File: src/rtl/matrix_reader_pkg.sv
// ---------------------------------------------------------------------------
// matrix_reader_pkg
// Shared definitions for the matrix streaming reader:
//   state_t    - reader FSM states (IDLE, READ, DRAIN)
//   BUF_DEPTH  - depth of the output element buffer
//   addrWidth  - width of a row/column index, never less than one bit
// ---------------------------------------------------------------------------
package matrix_reader_pkg;

  typedef enum logic [1:0] {
    IDLE  = 2'd0,
    READ  = 2'd1,
    DRAIN = 2'd2
  } state_t;

  localparam int BUF_DEPTH = 2;

  // A dimension of size 1 still needs a one-bit index so that the ports
  // never collapse to zero width.
  function automatic int addrWidth(input int n);
    return (n > 1) ? $clog2(n) : 1;
  endfunction

endpackage

File: src/rtl/rd_fifo2.sv
// ---------------------------------------------------------------------------
// rd_fifo2
// Two-entry first-word-fall-through buffer holding captured RAM elements
// (data plus their coordinate/last tags) until downstream accepts them.
// Ports:
//   i_clk, i_rst_n  clock, asynchronous active-low reset (empties the buffer)
//   i_push, i_data  write one entry
//   i_pop           remove the head entry
//   o_data          head entry, valid whenever o_empty is low
//   o_full, o_empty occupancy flags
// ---------------------------------------------------------------------------
module rd_fifo2 import matrix_reader_pkg::*; #(
  parameter int WIDTH = 8
) (
  input  logic             i_clk,
  input  logic             i_rst_n,
  input  logic             i_push,
  input  logic             i_pop,
  input  logic [WIDTH-1:0] i_data,
  output logic [WIDTH-1:0] o_data,
  output logic             o_full,
  output logic             o_empty
);

  logic [WIDTH-1:0] r_mem [BUF_DEPTH];
  logic             r_wrPtr;
  logic             r_rdPtr;
  logic [1:0]       r_count;
  logic             w_doPush;
  logic             w_doPop;

  // A push into a full buffer is only legal when the head leaves in the
  // same cycle; a pop of an empty buffer is dropped.
  assign w_doPush = i_push && (!o_full || i_pop);
  assign w_doPop  = i_pop && !o_empty;

  assign o_full  = (r_count == 2'(BUF_DEPTH));
  assign o_empty = (r_count == 2'd0);
  assign o_data  = r_mem[r_rdPtr];

  // Storage and pointers; with two entries the pointers are single bits
  // that simply toggle. Reset clears the entries so the head reads as zero.
  always_ff @(posedge i_clk or negedge i_rst_n) begin
    if (!i_rst_n) begin
      for (int i = 0; i < BUF_DEPTH; i++) begin
        r_mem[i] <= '0;
      end
      r_wrPtr <= 1'b0;
      r_rdPtr <= 1'b0;
      r_count <= 2'd0;
    end else begin
      if (w_doPush) begin
        r_mem[r_wrPtr] <= i_data;
        r_wrPtr        <= ~r_wrPtr;
      end
      if (w_doPop) begin
        r_rdPtr <= ~r_rdPtr;
      end
      r_count <= r_count + 2'(w_doPush) - 2'(w_doPop);
    end
  end

endmodule

File: src/rtl/matrix_reader.sv
// ---------------------------------------------------------------------------
// matrix_reader
// Streams a ROWS x COLS matrix out of a synchronous-read RAM in row-major or
// column-major order over a valid/ready interface.
// Ports:
//   clk, rst_n          clock, asynchronous active-low reset
//   start, col_major    one-cycle request and its scan order
//   busy, done          activity flag and end-of-matrix pulse
//   r_row, r_col        RAM read address (data returns one clock later)
//   rd_data             RAM read data
//   m_valid, m_ready    output handshake
//   m_data, m_row/col   element value and its coordinates
//   m_last_line, m_last end of current row/column, end of matrix
// ---------------------------------------------------------------------------
module matrix_reader import matrix_reader_pkg::*; #(
  parameter  int DATA_WIDTH = 8,
  parameter  int ROWS       = 8,
  parameter  int COLS       = 8,
  localparam int RW         = addrWidth(ROWS),
  localparam int CW         = addrWidth(COLS)
) (
  input  logic                  clk,
  input  logic                  rst_n,
  input  logic                  start,
  input  logic                  col_major,
  output logic                  busy,
  output logic                  done,
  output logic [RW-1:0]         r_row,
  output logic [CW-1:0]         r_col,
  input  logic [DATA_WIDTH-1:0] rd_data,
  output logic                  m_valid,
  input  logic                  m_ready,
  output logic [DATA_WIDTH-1:0] m_data,
  output logic [RW-1:0]         m_row,
  output logic [CW-1:0]         m_col,
  output logic                  m_last_line,
  output logic                  m_last
);

  localparam int EW = DATA_WIDTH + RW + CW + 2;

  state_t          r_state;
  logic            r_busy;
  logic            r_done;
  logic            r_donePend;
  logic            r_colMajor;
  logic            r_dValid;
  logic [RW-1:0]   r_dRow;
  logic [CW-1:0]   r_dCol;
  logic            r_dLastLine;
  logic            r_dLast;

  logic            w_rowEnd;
  logic            w_colEnd;
  logic            w_issue;
  logic            w_pop;
  logic            w_full;
  logic            w_empty;
  logic [1:0]      w_occ;
  logic [1:0]      w_credit;
  logic [EW-1:0]   w_pushData;
  logic [EW-1:0]   w_head;
  logic            w_headLastLine;
  logic            w_headLast;

  assign w_rowEnd = (r_row == RW'(ROWS - 1));
  assign w_colEnd = (r_col == CW'(COLS - 1));

  assign w_pop = m_valid && m_ready;
  assign w_occ = w_full ? 2'd2 : (w_empty ? 2'd0 : 2'd1);

  // Occupancy is counted after this cycle's pop so that a steady stream
  // with m_ready high keeps one element in each stage and never bubbles,
  // while a sudden stall can still land every in-flight read in the buffer.
  assign w_credit = w_occ - 2'(w_pop) + 2'(r_dValid);
  assign w_issue  = (r_state == READ) && (w_credit < 2'(BUF_DEPTH));

  assign w_pushData = {rd_data, r_dRow, r_dCol, r_dLastLine, r_dLast};
  assign {m_data, m_row, m_col, w_headLastLine, w_headLast} = w_head;

  assign m_valid     = !w_empty;
  assign m_last_line = m_valid && w_headLastLine;
  assign m_last      = m_valid && w_headLast;
  assign busy        = r_busy;
  assign done        = r_done;

  // Control FSM and address counters. The address registers drive the RAM
  // directly; advancing them is what "issuing" a read means. done follows
  // the final handshake by one cycle, and busy stays up until then so a
  // start in that gap is also ignored.
  always_ff @(posedge clk or negedge rst_n) begin
    if (!rst_n) begin
      r_state    <= IDLE;
      r_busy     <= 1'b0;
      r_done     <= 1'b0;
      r_donePend <= 1'b0;
      r_colMajor <= 1'b0;
      r_row      <= '0;
      r_col      <= '0;
    end else begin
      r_done <= 1'b0;
      case (r_state)
        IDLE: begin
          if (r_donePend) begin
            r_done     <= 1'b1;
            r_busy     <= 1'b0;
            r_donePend <= 1'b0;
          end else if (start && !r_busy) begin
            r_state    <= READ;
            r_busy     <= 1'b1;
            r_colMajor <= col_major;
            r_row      <= '0;
            r_col      <= '0;
          end
        end
        READ: begin
          if (w_issue) begin
            if (r_colMajor) begin
              if (w_rowEnd) begin
                r_row <= '0;
                r_col <= w_colEnd ? '0 : r_col + CW'(1);
              end else begin
                r_row <= r_row + RW'(1);
              end
            end else begin
              if (w_colEnd) begin
                r_col <= '0;
                r_row <= w_rowEnd ? '0 : r_row + RW'(1);
              end else begin
                r_col <= r_col + CW'(1);
              end
            end
            if (w_rowEnd && w_colEnd) begin
              r_state <= DRAIN;
            end
          end
        end
        DRAIN: begin
          if (w_pop && w_headLast) begin
            r_state    <= IDLE;
            r_donePend <= 1'b1;
          end
        end
        default: r_state <= IDLE;
      endcase
    end
  end

  // Read pipeline stage: remembers the coordinates and line/matrix-end tags
  // of the address the RAM sampled, so they travel with rd_data next cycle.
  always_ff @(posedge clk or negedge rst_n) begin
    if (!rst_n) begin
      r_dValid    <= 1'b0;
      r_dRow      <= '0;
      r_dCol      <= '0;
      r_dLastLine <= 1'b0;
      r_dLast     <= 1'b0;
    end else begin
      r_dValid <= w_issue;
      if (w_issue) begin
        r_dRow      <= r_row;
        r_dCol      <= r_col;
        r_dLastLine <= r_colMajor ? w_rowEnd : w_colEnd;
        r_dLast     <= w_rowEnd && w_colEnd;
      end
    end
  end

  rd_fifo2 #(
    .WIDTH (EW)
  ) u_fifo (
    .i_clk   (clk),
    .i_rst_n (rst_n),
    .i_push  (r_dValid),
    .i_pop   (w_pop),
    .i_data  (w_pushData),
    .o_data  (w_head),
    .o_full  (w_full),
    .o_empty (w_empty)
  );

endmodule

File: config.mk
export PLATFORM = sky130hd
export DESIGN_NAME = matrix_reader
export DESIGN_NICKNAME = d
export VERILOG_FILES = /design/src/rtl/matrix_reader_pkg.sv /design/src/rtl/rd_fifo2.sv /design/src/rtl/matrix_reader.sv
export SDC_FILE = /design/constraint.sdc
export NUM_CORES = 1
export LEC_CHECK = 0
export CORE_MARGIN = 2
export CORE_UTILIZATION = 40
export DETAILED_ROUTE_END_ITERATION = 7
export SYNTH_ARGS = -nofsm -noshare
export SYNTH_HDL_FRONTEND = slang
export SYNTH_HIERARCHICAL = 1
export SYNTH_SLANG_ARGS = --single-unit
export TNS_END_PERCENT = 100
File: constraint.sdc
create_clock -name clk -period 2.5 [get_ports clk]
set_input_delay 0.25 -clock clk [delete_from_list [all_inputs] [get_ports clk]]
set_output_delay 0.25 -clock clk [all_outputs]
set_load 0.02 [all_outputs]
== Yosys cells after proc, flatten, opt, wreduce, memory -nomap -nowiden ==
Cells that the tools add are included.

* Flip-flop bits (word level): 57
* Input port bits: 13
* Output and inout bits: 25
* Word-level logic and storage cells: 102

* $add $sub $neg: 6
* $lt $le $gt $ge: 4
* Equality and inequality tests: 12
* Multiplexer cells: 33
* Bitwise gates (word level): 5
* Reduce and logical (&&, ||, !) cells: 25

{| class="wikitable"
|+ Operators with widths
! operator !! number
|-
| 16-bit two-way mux || 4
|-
| 32-bit bitwise mux || 1
|-
| 3-bit two-way mux || 10
|-
| 16-bit demux with 1-bit select || 1
|-
| 5-bit AND reduction || 3
|-
| 2-bit two-way mux || 6
|-
| 3-bit one-hot mux with 2 select lines || 2
|-
| 1-bit logical AND || 10
|-
| 2-bit inequality test, second input constant || 4
|-
| 1-bit two-way mux || 7
|-
| 3-bit by 1-bit adder with 3-bit output, second input constant || 2
|-
| 3-bit == test, second input constant || 2
|-
| 3-bit inequality test, second input constant || 2
|-
| 2-bit one-hot mux with 3 select lines || 1
|-
| 2-bit nonzero test || 3
|-
| 2-bit by 1-bit adder with 2-bit output || 2
|-
| 2-bit == test, second input constant || 2
|-
| 2-bit greater-or-equal comparator, second input constant || 2
|-
| 2-bit zero test || 2
|-
| 1-bit NOT with 2-bit output || 2
|-
| 2-bit AND reduction || 2
|-
| 2-bit by 1-bit subtractor with 2-bit output || 2
|-
| 1-bit zero test || 3
|-
| 1-bit NOT || 3
|-
| 7 further kinds || 7
|}

== Longest topological paths before layout ==
Gate-level depths: netlist (run 1).

* Word-level depth: 9
* Gate-level depth with buffers: 9

== Modules after synthesis ==
The synthesis (run 1) kept the hierarchy.

{| class="wikitable"
|+ By module, submodules not included
! module !! times used !! cells each !! area each (um^2)
|-
| rd_fifo2 || 1 || 104 || 1694.1
|-
| matrix_reader || 1 || 86 || 1013.5
|}

== Worst setup path after synthesis (run 1) ==
OpenSTA, ideal clock, no wires.

* Path kind: register to register
* Start: reg u_fifo.r_count[0]
* End: reg u_fifo/r_mem[10] in the netlist's numbering
* Setup time: 125 ps
* Arrival time: 1820 ps
* Required time: 2375 ps
* Path slack: 554 ps
* Stages on the path, launching flop included: 8
* Clock period less this slack: 1946 ps
* Cells stage by stage: dfrtp_1 -> nor2_1 -> nor2b_1 -> or3b_1 -> and3_1 -> buf_6 -> buf_12 -> mux2_4

* Cells in the longest elaborated chain, start to end: 5

{| class="wikitable"
|+ Ends and longest elaborated chain
! item !! RTL line !! source
|-
| start, declared || rd_fifo2.sv:28 || <nowiki>logic [1:0] r_count;</nowiki>
|-
| start signal, assigned || rd_fifo2.sv:59 || <nowiki>r_count <= r_count + 2'(w_doPush) - 2'(w_doPop);</nowiki>
|-
| 2-bit zero test || rd_fifo2.sv:38 || <nowiki>assign o_empty = (r_count == 2'd0);</nowiki>
|-
| net w_empty || matrix_reader.sv:58 || <nowiki>logic w_empty;</nowiki>
|-
| 1-bit zero test || matrix_reader.sv:81 || <nowiki>assign m_valid = !w_empty;</nowiki>
|-
| 1-bit logical AND || matrix_reader.sv:69 || <nowiki>assign w_pop = m_valid && m_ready;</nowiki>
|-
| net w_pop || matrix_reader.sv:56 || <nowiki>logic w_pop;</nowiki>
|-
| 1-bit logical OR || rd_fifo2.sv:34 || <nowiki>assign w_doPush = i_push && (!o_full || i_pop);</nowiki>
|-
| 1-bit logical AND || rd_fifo2.sv:34 ||
|-
| end signal, assigned by index || rd_fifo2.sv:53 || <nowiki>r_mem[r_wrPtr] <= i_data;</nowiki>
|-
| end, declared || rd_fifo2.sv:25 || <nowiki>logic [WIDTH-1:0] r_mem [BUF_DEPTH];</nowiki>
|}

The timed path passes the listed nets, and every way through them passes these cells.
A chain may end at the register's enable or synchronous reset.

== Final worst setup path (run 1) ==
* Start: reg u_fifo.r_rdPtr
* End: out m_row[0]

* Cells in the longest elaborated chain, start to end: 4

{| class="wikitable"
|+ Ends and longest elaborated chain
! item !! RTL line !! source
|-
| start, declared || rd_fifo2.sv:27 || <nowiki>logic r_rdPtr;</nowiki>
|-
| start signal, assigned || rd_fifo2.sv:57 || <nowiki>r_rdPtr <= ~r_rdPtr;</nowiki>
|-
| 1-bit NOT with 2-bit output (not written as such) || rd_fifo2.sv:39 || <nowiki>assign o_data = r_mem[r_rdPtr];</nowiki>
|-
| 16-bit two-way mux (not written as such) (3 in series) || rd_fifo2.sv:39 ||
|-
| end, declared || matrix_reader.sv:34 || <nowiki>output logic [RW-1:0] m_row,</nowiki>
|}

Every way passes these cells. The select of a mux whose other input is x is not followed.

==> metrics.md, run 1 <==
| Metric | Value |
|---|---|
| Met1 WL | 2.34 mm |
| Rows | 29 |
| Register area share after synthesis | 52.7% |
| NumNets Final | 256 |
| Largest net degree at the start of global routing | 58 |
| Fin. max-slew vios | 0 |
| Final setup vio count | 0 |
| Asr flop ratio synth | 100% |
| Maximum VDD drop | 0.688 mV |
| Max layer used | met4 |
| CTS buffer count | 9 |
| Largest area contributor in the netlist | dfrtp_1 |
| Final WL | 4.75 mm |
| Clock sinks | 57 |
| Crit Path Max Fanout | 8 |
| Starting DRT DRC Count | 102 |
| Avg Inst Size Synth | 14.3 um2 |
| H-tree Lvls | 3 |
| Unrepaired setup endpoints after global routing | no |
| Drt drc | 0 |
| Antenna-violating nets left | 0 |
| DR pass1 iterations | 4 |
| Post-synth EDFFs | 0 |
| Vias/cell | 4.97 |
| Full die area | 7440 um2 |
| First-pass GRT wire length | 7.87 mm |
| CP arrival | 1.98 ns |
| DP Area | 3140 um2 |
| Startpoint Class | flip-flop |
| Core Footprint | 6460 um2 |
| Fin. Hold Viols | 0 |
| Achievable Freq | 448 MHz |
| Total track usage | 14.0% |
| DR vias | 1584 |
| Port Buf Inserts | 37 |
| Worst setup EP type | output pin |
| Synth top area share | 52.7% |
| Warnings, synthesis | 6 |
| Die H | 86.3 um |
| Synth cell types | 34 |
| Die W | 86.3 um |
| Number of fillers in the final layout | 570 |
| Clk_skew | 0.00676 ns |
| Fraction of layout cells with a size suffix above 1 | 36.8% |
| Post-route cell area | 3380 um2 |
| Vias in the first global route | 1559 |
| Worst Tran Pin Value | 0.461 ns |
| Synthesized cell area | 2710 um2 |
| Tmin final | 2.23 ns |
| CTS tree | yes |
| Hpwl dp | 3.21 mm |
| Worst-Skew Late Latency | 0.33 ns |
| Tcrit/Tclk final | 89.4% |
| Slew headroom | 69.2% |
| Hold WC Path Type | primary input to asynchronous set/reset pin |
| Routed wl met3 | 205 um |
| Top post-synthesis cells by area | dfrtp_1 53%, mux2_2 17%, mux2_4 11%, ha_1 2.8%, buf_12 1.5% |
| Syn Inst Count | 190 |
| Initial antenna violation count | 0 |
| Clock Tree Buf Depth | 2 |
| WS Path Type | flip-flop to output pin |
| Max_cap viols | 0 |
| Crit path required time | 2.25 ns |
| Status | complete, no violations |
| Root buf cell | clkbuf_8 |
| Synth Net Count | 209 |
| Met2 WL | 2.18 mm |
| Initial Util | 41.9% |
| PwrDens | 1540 nW/um2 |
| Diode count | 0 |
| Flops & latches, synth | 57 |
| Area Overhead vs Synth | 24.7% |
| Setup TNS | 0 ns |
| Final Wtd Congestion | 0.762 |
| Grt ovf | 0 |
| Routed WL per cell | 14.9 um |
| Boundary pin count | 38 |
| Post-cts sizing count | 0 |
| Leak | 1.50 nW |
| CTS clk-pin slew, worst paths | 0.07 ns |
| Top FF cell, synth | dfrtp_1 |
==> metal layers <==
layer  GRT usage (%)  up-vias
met5               0        -
met4            4.69        0
met3            5.90        4
met2            20.1       31
met1            19.2      783
li1                -      766
==> layout by cell type (no fill, tap or decap), drive strengths merged, types with 2 or more instances in the layout <==
master	instances
mux2	61
dfrtp	57
clkdlybuf4s50	36
clkbuf	11
nor2	10
inv	7
nand2	6
ha	6
buf	6
nor2b	5
nand2b	3
nor3	3
xnor2	3
a211oi	3
o21ai	3
a21oi	2
mux2i	2
and3	2
bufinv	2
clkinv	2
==> final timing paths <==
kind,end,cells past startpoint,start,slack (ns)
setup / recovery,m_row[0],3,u_fifo/r_rdPtr,0.27
hold / removal,u_fifo/r_mem[9],3,rst_n,0.44
setup reg to reg,u_fifo/r_count[1],9,u_fifo/r_count[0],0.35
hold reg to reg,u_fifo/r_wrPtr,1,u_fifo/r_wrPtr,0.49
max in group asynchronous,u_fifo/r_mem[28],3,rst_n,1.79
min in group clk,u_fifo/r_wrPtr,1,u_fifo/r_wrPtr,0.49
==> Yosys cell counts (2+ instances only) <==
master,count
a211oi_2,2
a21oi_1,2
and3_1,2
buf_12,2
buf_6,3
clkbuf_1,2
dfrtp_1,57
ha_1,6
inv_1,7
mux2_2,41
mux2_4,20
mux2i_1,2
nand2_1,6
nand2b_1,3
nor2_1,8
nor2b_1,5
nor3_1,3
xnor2_1,3
==> critical path, cell delays in order, from the launching register on <==
cell             delay (ns)
dfrtp_1                0.54
buf_4                  0.23
mux2_2                 0.35
clkdlybuf4s50_1        0.54
==> cell type report <==
type | instances | area (um2) | share of cell area, %
clock buffers | 11 | 151 | 4.48
clock inverters | 5 | 77.6 | 2.30
inverters | 7 | 26.3 | 0.778
multi-input cells | 119 | 1170 | 34.8
flip-flops and latches | 57 | 1430 | 42.2
well taps | 77 | 96.3 | 2.85
repair buffers | 43 | 425 | 12.6
==> timing repair <==
item                                   4_1_cts  5_1_grt
hold buffers                                 1        0
buffers inserted                             0        0
endpoints found under the hold margin       57        0
==> power breakdown <==
part / internal, W / total, W / switching [W]
registers: 0.00136 / 0.00168 / 0.000316
clock network: 0.000611 / 0.000962 / 0.000351
logic: 0.00150 / 0.00257 / 0.00107
total: 0.00347 / 0.00521 / 0.00173
==> through the flow <==
stage	hold WS (ns)	power, W	util (%)	setup slack [ns]	instances
floorplan	-0.0456	0.00355	-	0.554	190
CTS	0.443	0.00530	52.3	0.221	319
detailed placement	0.277	0.00430	48.6	0.346	302
global route	0.463	0.00557	52.3	0.146	319
finish	0.444	0.00521	52.3	0.266	319
global placement	0.278	0.00427	48.6	0.380	302
==> registers in the layout (all words and copies together) (netlist names) <==
register,cells
done,1
u_fifo/r_rdPtr,1
r_dValid,1
r_dLastLine,1
r_colMajor,1
busy,1
u_fifo/r_wrPtr,1
r_donePend,1
r_dRow,3
u_fifo/r_count,2
r_row,3
r_dCol,3
r_state,2
u_fifo/r_mem,32
r_col,3
r_dLast,1
==> logic make-up after synthesis <==
kind of cell / synth area share, %
buffers and inverters: 3.97
xor gates and xnor gates: 1.29
DFF: 52.7
adders and majority gates: 2.77
muxes: 28.9
and+or+nand+nor: 6.98
AOI/OAI and AO/OA: 3.42
Power figures use the tool's default switching activity.
==> run 2, diff against run 1 <==
--- a/config.mk
+++ b/config.mk
@@ -7,6 +7,7 @@
 export LEC_CHECK = 0
 export CORE_MARGIN = 2
 export CORE_UTILIZATION = 40
+export CTS_CLUSTER_DIAMETER = 50
 export DETAILED_ROUTE_END_ITERATION = 7
 export SYNTH_ARGS = -nofsm -noshare
 export SYNTH_HDL_FRONTEND = slang
==> results of run 2 <==
No change in the layout: final DEF, timing and power equal those of run 1.
==> RTL edit: new RTL, settings of run 2 <==
The 3 states of `state_t` get a one-hot encoding in 3 bits.
--- a/src/rtl/matrix_reader_pkg.sv
+++ b/src/rtl/matrix_reader_pkg.sv
@@ -7,10 +7,10 @@
 // ---------------------------------------------------------------------------
 package matrix_reader_pkg;
 
-  typedef enum logic [1:0] {
-    IDLE  = 2'd0,
-    READ  = 2'd1,
-    DRAIN = 2'd2
+  typedef enum logic [2:0] {
+    IDLE  = 3'b001,
+    READ  = 3'b010,
+    DRAIN = 3'b100
   } state_t;
 
   localparam int BUF_DEPTH = 2;
Behaviour: no difference found for any inputs over 10 cycles, from zero or initial values and one cycle with rst_n low; not proved beyond that.
==> RTL edit against run 2 <==
Final area increased by 1.1%; largest power group is now registers; wire length up 1.2%; register-to-register slack better by 0.20 ns; sequential share of layout area rose by 0.33 points; area after synthesis rose by 1.2%; fmax up 0.87%; synthesized cell count is 2.1% higher; power decreased by 22%; cell count up 2.2%; setup slack improved by 0.019 ns; die area up 1.1%; core utilization decreased by 1.4 points; sequential cell count up 1.
==> RTL edit: results (changes against run 2) <==
leakage 0.00152 uW (was 0.00150 uW); Non-clock buffers 44 (was 43); Synth Area in Adders 2.74% (was 2.77%); Area contributors post-synth dfrtp_1, mux2_2, mux2_4 (unchanged); nets 261 (was 256); GRT Total Usage 14.9% (was 14.0%); via count 1,607 (was 1,584); met2 Track Usage GR 21.3% (was 20.1%); vias in the first global route 1,685 (was 1,559); Compound-Gate Fraction of Synth Area 5.53% (was 3.42%); met2 wire len 2180 um (about the same); post-synthesis mux area share 26.5% (was 28.9%); worst r2r src u_fifo/r_count[1] (was u_fifo/r_count[0]); met1 Track Usage GR 20.9% (was 19.2%); post-synthesis register bit count 58 (was 57); Seq/Total Area, Yosys 53.0% (was 52.7%); WL/cell 14.8 um (was 14.9 um); Place WS 0.343 ns (was 0.346 ns); sequential cell area 1450 um2 (was 1430 um2); first-pass GRT wire length 8500 um (was 7870 um); area of the multi-input gates 1200 um2 (was 1170 um2); hold_ws 0.492 ns (was 0.444 ns); starting DRC count in detailed routing 52 (was 102); pin count of the biggest net entering global routing 32 (was 58); HPWL after detailed placement 3350 um (was 3210 um); Non-Filler Instances 326 (was 319); CP Capture Point m_col[2] (was m_row[0]); layout cells sized above 1 35.4% (was 36.8%); placed insts 310 (was 302); Slowest-stage cell, CP dfrtp_2 (was dfrtp_1); synthesized instance count 194 (was 190); Signal inverters 4 (was 7); Avg Cell Area, Syn 14.1 um2 (was 14.3 um2); clk cell area share 5.97% (was 6.78%); Worst Path Max Fanout 12 (was 8); Post-DP Area 3200 um2 (was 3140 um2); final instance area 3420 um2 (was 3380 um2); Max IR drop VDD 0.000659 V (was 0.000688 V); status completed (unchanged); buffering overhead 13.0% (was 12.6%); final worst-path cycle share 88.6% (was 89.4%); worst flop-to-flop path endpoint u_fifo/r_mem[29] (was u_fifo/r_count[1]); R2R depth 6 (was 9); Post-synth top cells dfrtp_1, mux2_2, mux2_4 (unchanged); wl on met1 2370 um (was 2340 um); CLK BUF 13 (was 11)
-- RTL edit: cell count changes after synthesis, sizes merged, moves of 3 or more --
| cell | before | now |
|---|---|---|
| a211oi | 3 | 0 |
| a21oi | 2 | 5 |
| a22o | 0 | 5 |
| inv | 7 | 4 |
| mux2 | 61 | 57 |
| o21bai | 0 | 3 |
-- RTL edit: power by group through the flow --
stage,Combinational (uW),Clock [uW],Sequential (uW)
after floorplan,1020,0,1530
after global placement,1570,0,1600
after detailed placement,1600,0,1600
after CTS,1610,906,1590
after global routing,1710,943,1660
final,1590,873,1590
-- RTL edit: worst min-delay path by stage --
| stage | to |
|---|---|
| floorplan | busy |
| global placement | u_fifo/r_mem[14] |
| detailed placement | u_fifo/r_mem[14] |
| CTS | u_fifo/r_wrPtr |
| global route | u_fifo/r_wrPtr |
| finish | r_dLast |
